[config.mk]
export PLATFORM = sky130hd
export DESIGN_NAME = pp_pipeline_accel_wr_addr_gen
export DESIGN_NICKNAME = d
export VERILOG_FILES = /design/src/rtl/pp_pipeline_accel_wr_addr_gen.sv
export SDC_FILE = /design/constraint.sdc
export NUM_CORES = 1
export LEC_CHECK = 0
export BUFFER_PORTS_ARGS = -buffer_cell sky130_fd_sc_hd__buf_2
export CAP_MARGIN = 20
export CORE_ASPECT_RATIO = 1.25
export CORE_MARGIN = 5
export CORE_UTILIZATION = 52
export CTS_CLUSTER_SIZE = 12
export DETAILED_ROUTE_END_ITERATION = 12
export HOLD_SLACK_MARGIN = 0.02
export PLACE_DENSITY = 0.84
export SETUP_SLACK_MARGIN = 0.1
export SLEW_MARGIN = 0
export SYNTH_ARGS = -nofsm -noshare
export SYNTH_HDL_FRONTEND = slang
export SYNTH_SLANG_ARGS = --single-unit
export TNS_END_PERCENT = 100
[constraint.sdc]
create_clock -name ap_clk -period 7.6 [get_ports ap_clk]
set_clock_uncertainty 0.05 [all_clocks]
set_input_delay 1.52 -clock ap_clk [delete_from_list [all_inputs] [get_ports ap_clk]]
set_output_delay 1.52 -clock ap_clk [all_outputs]
set_load 0.02 [all_outputs]
[src/rtl/pp_pipeline_accel_wr_addr_gen.sv]
`default_nettype none
// +----------------------------------------------------------------------------+
// | Module   : pp_pipeline_accel_wr_addr_gen                                   |
// | Brief    : Turns (base, linestride, rows, row_bytes) into write-burst       |
// |            requests, one row at a time. Define PP_WR_ADDR_GEN_4K_SPLIT_EN   |
// |            to split bursts at 4 KB boundaries.                              |
// | Revision : 1.0 - initial release                                           |
// +----------------------------------------------------------------------------+
module pp_pipeline_accel_wr_addr_gen #(
  parameter int ADDR_W   = 64,
  parameter int STRIDE_W = 32,
  parameter int CNT_W    = 16
) (
  input  logic                ap_clk,
  input  logic                ap_rst_n,
  input  logic                ap_start,
  output logic                ap_done,
  input  logic                ap_continue,
  output logic                ap_idle,
  output logic                ap_ready,
  input  logic [ADDR_W-1:0]   img_out_c_dout,
  input  logic                img_out_c_empty_n,
  output logic                img_out_c_read,
  input  logic [STRIDE_W-1:0] out_img_linestride_c_dout,
  input  logic                out_img_linestride_c_empty_n,
  output logic                out_img_linestride_c_read,
  input  logic [CNT_W-1:0]    rows,
  input  logic [CNT_W-1:0]    row_bytes,
  output logic [ADDR_W-1:0]   req_addr,
  output logic [CNT_W-1:0]    req_len,
  output logic                req_valid,
  input  logic                req_ready
);

  typedef enum logic [1:0] {
    IDLE  = 2'd0,
    ISSUE = 2'd1,
    NEXT  = 2'd2,
    DONE  = 2'd3
  } state_t;

  state_t              state_q, state_d;
  logic [ADDR_W-1:0]   addr_q, addr_d;
  logic [ADDR_W-1:0]   row_base_q, row_base_d;
  logic [STRIDE_W-1:0] stride_q, stride_d;
  logic [CNT_W-1:0]    rows_q, rows_d;
  logic [CNT_W-1:0]    row_bytes_q, row_bytes_d;
  logic [CNT_W-1:0]    row_q, row_d;
  logic [CNT_W-1:0]    remaining_q, remaining_d;

  logic                accept;
  logic [CNT_W-1:0]    chunk;
  logic [CNT_W-1:0]    row_inc;
  logic [ADDR_W-1:0]   next_row_base;

  // Both FIFOs pop together or not at all; reset masks the pop immediately.
  assign accept = ap_rst_n && (state_q == IDLE) && ap_start &&
                  img_out_c_empty_n && out_img_linestride_c_empty_n;

`ifdef PP_WR_ADDR_GEN_4K_SPLIT_EN
  logic [12:0] to_boundary;
  assign to_boundary = 13'h1000 - {1'b0, addr_q[11:0]};

  always_comb begin
    chunk = remaining_q;
    if (32'(remaining_q) > 32'(to_boundary)) begin
      chunk = CNT_W'(to_boundary);
    end
  end
`else
  assign chunk = remaining_q;
`endif

  assign row_inc       = row_q + CNT_W'(1);
  assign next_row_base = row_base_q + ADDR_W'(stride_q);

  always_comb begin
    state_d     = state_q;
    addr_d      = addr_q;
    row_base_d  = row_base_q;
    stride_d    = stride_q;
    rows_d      = rows_q;
    row_bytes_d = row_bytes_q;
    row_d       = row_q;
    remaining_d = remaining_q;

    case (state_q)
      IDLE: begin
        if (accept) begin
          stride_d    = out_img_linestride_c_dout;
          rows_d      = rows;
          row_bytes_d = row_bytes;
          row_d       = '0;
          addr_d      = img_out_c_dout;
          row_base_d  = img_out_c_dout;
          if ((rows == '0) || (row_bytes == '0)) begin
            remaining_d = '0;
            state_d     = DONE;
          end else begin
            remaining_d = row_bytes;
            state_d     = ISSUE;
          end
        end
      end
      ISSUE: begin
        if (req_ready) begin
          remaining_d = remaining_q - chunk;
          addr_d      = addr_q + ADDR_W'(chunk);
          if (remaining_q == chunk) begin
            state_d = NEXT;
          end
        end
      end
      NEXT: begin
        row_d = row_inc;
        if (row_inc == rows_q) begin
          state_d = DONE;
        end else begin
          row_base_d  = next_row_base;
          addr_d      = next_row_base;
          remaining_d = row_bytes_q;
          state_d     = ISSUE;
        end
      end
      DONE: begin
        if (ap_continue) begin
          state_d = IDLE;
        end
      end
      default: state_d = IDLE;
    endcase
  end

  always_ff @(posedge ap_clk) begin
    if (!ap_rst_n) begin
      state_q     <= IDLE;
      addr_q      <= '0;
      row_base_q  <= '0;
      stride_q    <= '0;
      rows_q      <= '0;
      row_bytes_q <= '0;
      row_q       <= '0;
      remaining_q <= '0;
    end else begin
      state_q     <= state_d;
      addr_q      <= addr_d;
      row_base_q  <= row_base_d;
      stride_q    <= stride_d;
      rows_q      <= rows_d;
      row_bytes_q <= row_bytes_d;
      row_q       <= row_d;
      remaining_q <= remaining_d;
    end
  end

  assign ap_done                   = (state_q == DONE);
  assign ap_idle                   = (state_q == IDLE) && !ap_start;
  assign ap_ready                  = accept;
  assign img_out_c_read            = accept;
  assign out_img_linestride_c_read = accept;
  assign req_valid                 = (state_q == ISSUE);
  assign req_addr                  = addr_q;
  assign req_len                   = chunk;

endmodule
`default_nettype wire

==> impl_results.md <==
* EDFF count, synth at 0
* Worst r2r src: state_q[0]
* Remaining antenna violation count at 0
* Async set-reset flop share out of synthesis at 0
* Total Die Area at 33700 µm²
* Residual DRC at 0
* Vias in the first global route at between 15000 and 20000
* CTS H-tree depth at 1
* Synth warn at 0
* Die Y at 204 µm
* Mapped Cells at 2109
* Synth Flop Type: dfxtp_1
* # hold bufs at CTS at 0
* GP Congestion at 0.993
* Fin nets at 2414
* Status: completed
* Root Driver: clkbuf_16
* Detail Placement HPWL at 45.1 mm
* Initial antenna violation count at 1
* CP endpoint kind: register
* Final hold violations at 0
* Net Count, Synth at 2299
* DRT Pass-1 Iters at 6
* Core area at 29900 µm²
* F_max at 218 MHz
* RSZ-0062 raised after global routing: false
* Die W at around 170 µm
* Slew Limit Fails at 0
* Layout cells sized above 1 at 0.148
* Top-Level Pins at 221
* Reg area at between 4000 and 5000 µm²
* Commonest non-fill, non-tap cell in the layout: nand2_1
* Worst-path fanout max at 44
* Worst reg-to-reg setup slack at 3.01 ns
* End of the worst register-to-register path: req_addr[28]
* CTS max path bufs at 3
* Synth area leader: dfxtp_1
* Setup Crit Path Kind: register to register
* Detailed Route Iter0 Violations at 1946
* Worst Setup Start Kind: register
* Worst VDD drop at 0.226 mV
* Critical Path Sink: req_addr[28]
* Syn-to-layout area delta at 12.3%
* Vias/cell at around 6.7
* Setup TNS after final layout at 0 ns
* Rel. slew slack at 0.224
* I/O Buffers at 220
* Distinct cells, synth at 93
* Avg Inst Size Synth at 7.43 µm²
* Top post-synthesis cells by area: dfxtp_1, a21oi_1, nand2_1
* Worst R2R Path Depth at 11
* Total CTS buffers at 25
* Pwr dens at 301 nW/µm²
* # fillers at approximately 2800
* Pin count of the biggest net entering global routing at 102
* WL final at around 61 mm
* Total global-route track usage at 0.346
* GRT overflow at 0
* Final setup fails at 0
* Leakage at 6.66 nW
* CP Launch Point: state_q[0]
* Vias after detailed routing at 17700
* Period utilization at 0.604
* Register area share after synthesis at 0.289
* Top-area cell type share of the netlist area at 0.289
* Initial Util at 0.524
* Most frequent cells in the layout: nand2_1, dfxtp_1, buf_2
* Post-Syn Area at 15700 µm²
* Crit path DAT at slightly below 5 ns
* Slew @ Worst Pin at 1.15 ns
* First-pass GRT wire length at between 90 and 100 mm
* Wirelength per Cell at 23.1 µm
* Area of the multi-input gates at a little over 10000 µm²
* N_diodes at 0
* Postcts setup bufs at 0
* Worst Hold Class: register to register
* Post-cts sizing count at 0
* PnR Total Power at 5.29 mW
* Crit path time final at 4.59 ns
* Worst-skew pair later-pin latency at 0.54 ns
* Sink Count at 226
* Max Cap Viol at 0
* Clock slew at reported path FFs at 0.06 ns
* CTS tree: yes
* # rows at between 70 and 80
* Synth Register Bits at 226
* Req. time, crit path at ~8 ns
## report_power, final
part           internal [mW]  leakage [nW]  switching, mW
sequential              1.41          1.83          0.327
combinational          0.778          4.44           1.59
clock                  0.671         0.382          0.519
## cells by family (layout without fill, tap and decap cells)
group,after synthesis,in the layout,synth area share
mux,33,33,0.0214
xor+xnor,101,101,0.0564
buf+inv,208,340,0.0550
fa+ha+maj,55,55,0.0448
simple gates,804,804,0.246
compound gates,682,682,0.288
flops,226,226,0.289
## critical path: stages (launching register included)
cell       delay [ns]
dfxtp_1          0.34
inv_1            0.13
ha_4             0.58
nand3_1          0.24
a2111oi_2        0.35
o2111ai_1        0.23
nor4_4           0.49
nand2_4          0.20
nand2_2          0.73
buf_4            0.56
nor2_1           0.21
a32o_1           0.31
## how the worst min path moves through the flow
stage,depth (start not counted),from,endpoint,slack (ns)
6_report,2,row_bytes_q[5],row_bytes_q[5],0.40
3_3_place_gp,2,row_bytes_q[6],row_bytes_q[6],0.39
4_1_cts,2,row_bytes_q[6],row_bytes_q[6],0.40
3_5_place_dp,2,row_bytes_q[6],row_bytes_q[6],0.40
5_1_grt,2,row_bytes_q[4],row_bytes_q[4],0.44
2_1_floorplan,2,row_bytes_q[0],row_bytes_q[0],0.39
## per-layer routing
metal,up-vias,GRT usage,share of wire
met2,1061,0.578,0.46
met3,287,0.0581,0.092
met5,-,0,0
li1,8040,-,-
met1,8272,0.391,0.35
met4,0,0.262,0.096
## cell usage after synthesis (39+ instances only)
master      n
nand4_1    41
clkbuf_1  111
nand2_1   293
nor3_1     54
a21oi_1   220
o21ai_0   116
inv_1      51
a211oi_1   39
nand3_1    75
dfxtp_1   226
nor2_1    163
ha_1       53
xnor2_1    68
## cell type report
type	instances	share of cell area
Clock buffer	39	0.0425
Clock inverter	5	0.00156
Inverter	53	0.0114
Multi-Input combinational cell	1675	0.587
Sequential cell	226	0.257
Tap cell	401	0.0285
Timing Repair Buffer	243	0.0724
## sequential cells by signal, indices dropped and copies added, names as in the netlist
| signal | cells |
|---|---|
| row_base_q | 64 |
| req_len | 16 |
| state_q | 2 |
| req_addr | 64 |
| stride_q | 32 |
| row_bytes_q | 16 |
| rows_q | 16 |
| row_q | 16 |
## through the flow
step           hold slack [ns]  std cells  area [µm²]  utilization  setup slack, ns
6_report                 0.404       2642       17600        0.588             3.01
3_5_place_dp             0.396       2598       16800        0.562             2.79
2_1_floorplan            0.386       2109       15700            -             3.28
3_3_place_gp             0.391       2598       16800        0.562             2.88
5_1_grt                  0.436       2642       17600        0.588             2.83
4_1_cts                  0.404       2642       17600        0.588             3.15
(Power assumes the default switching activity.)
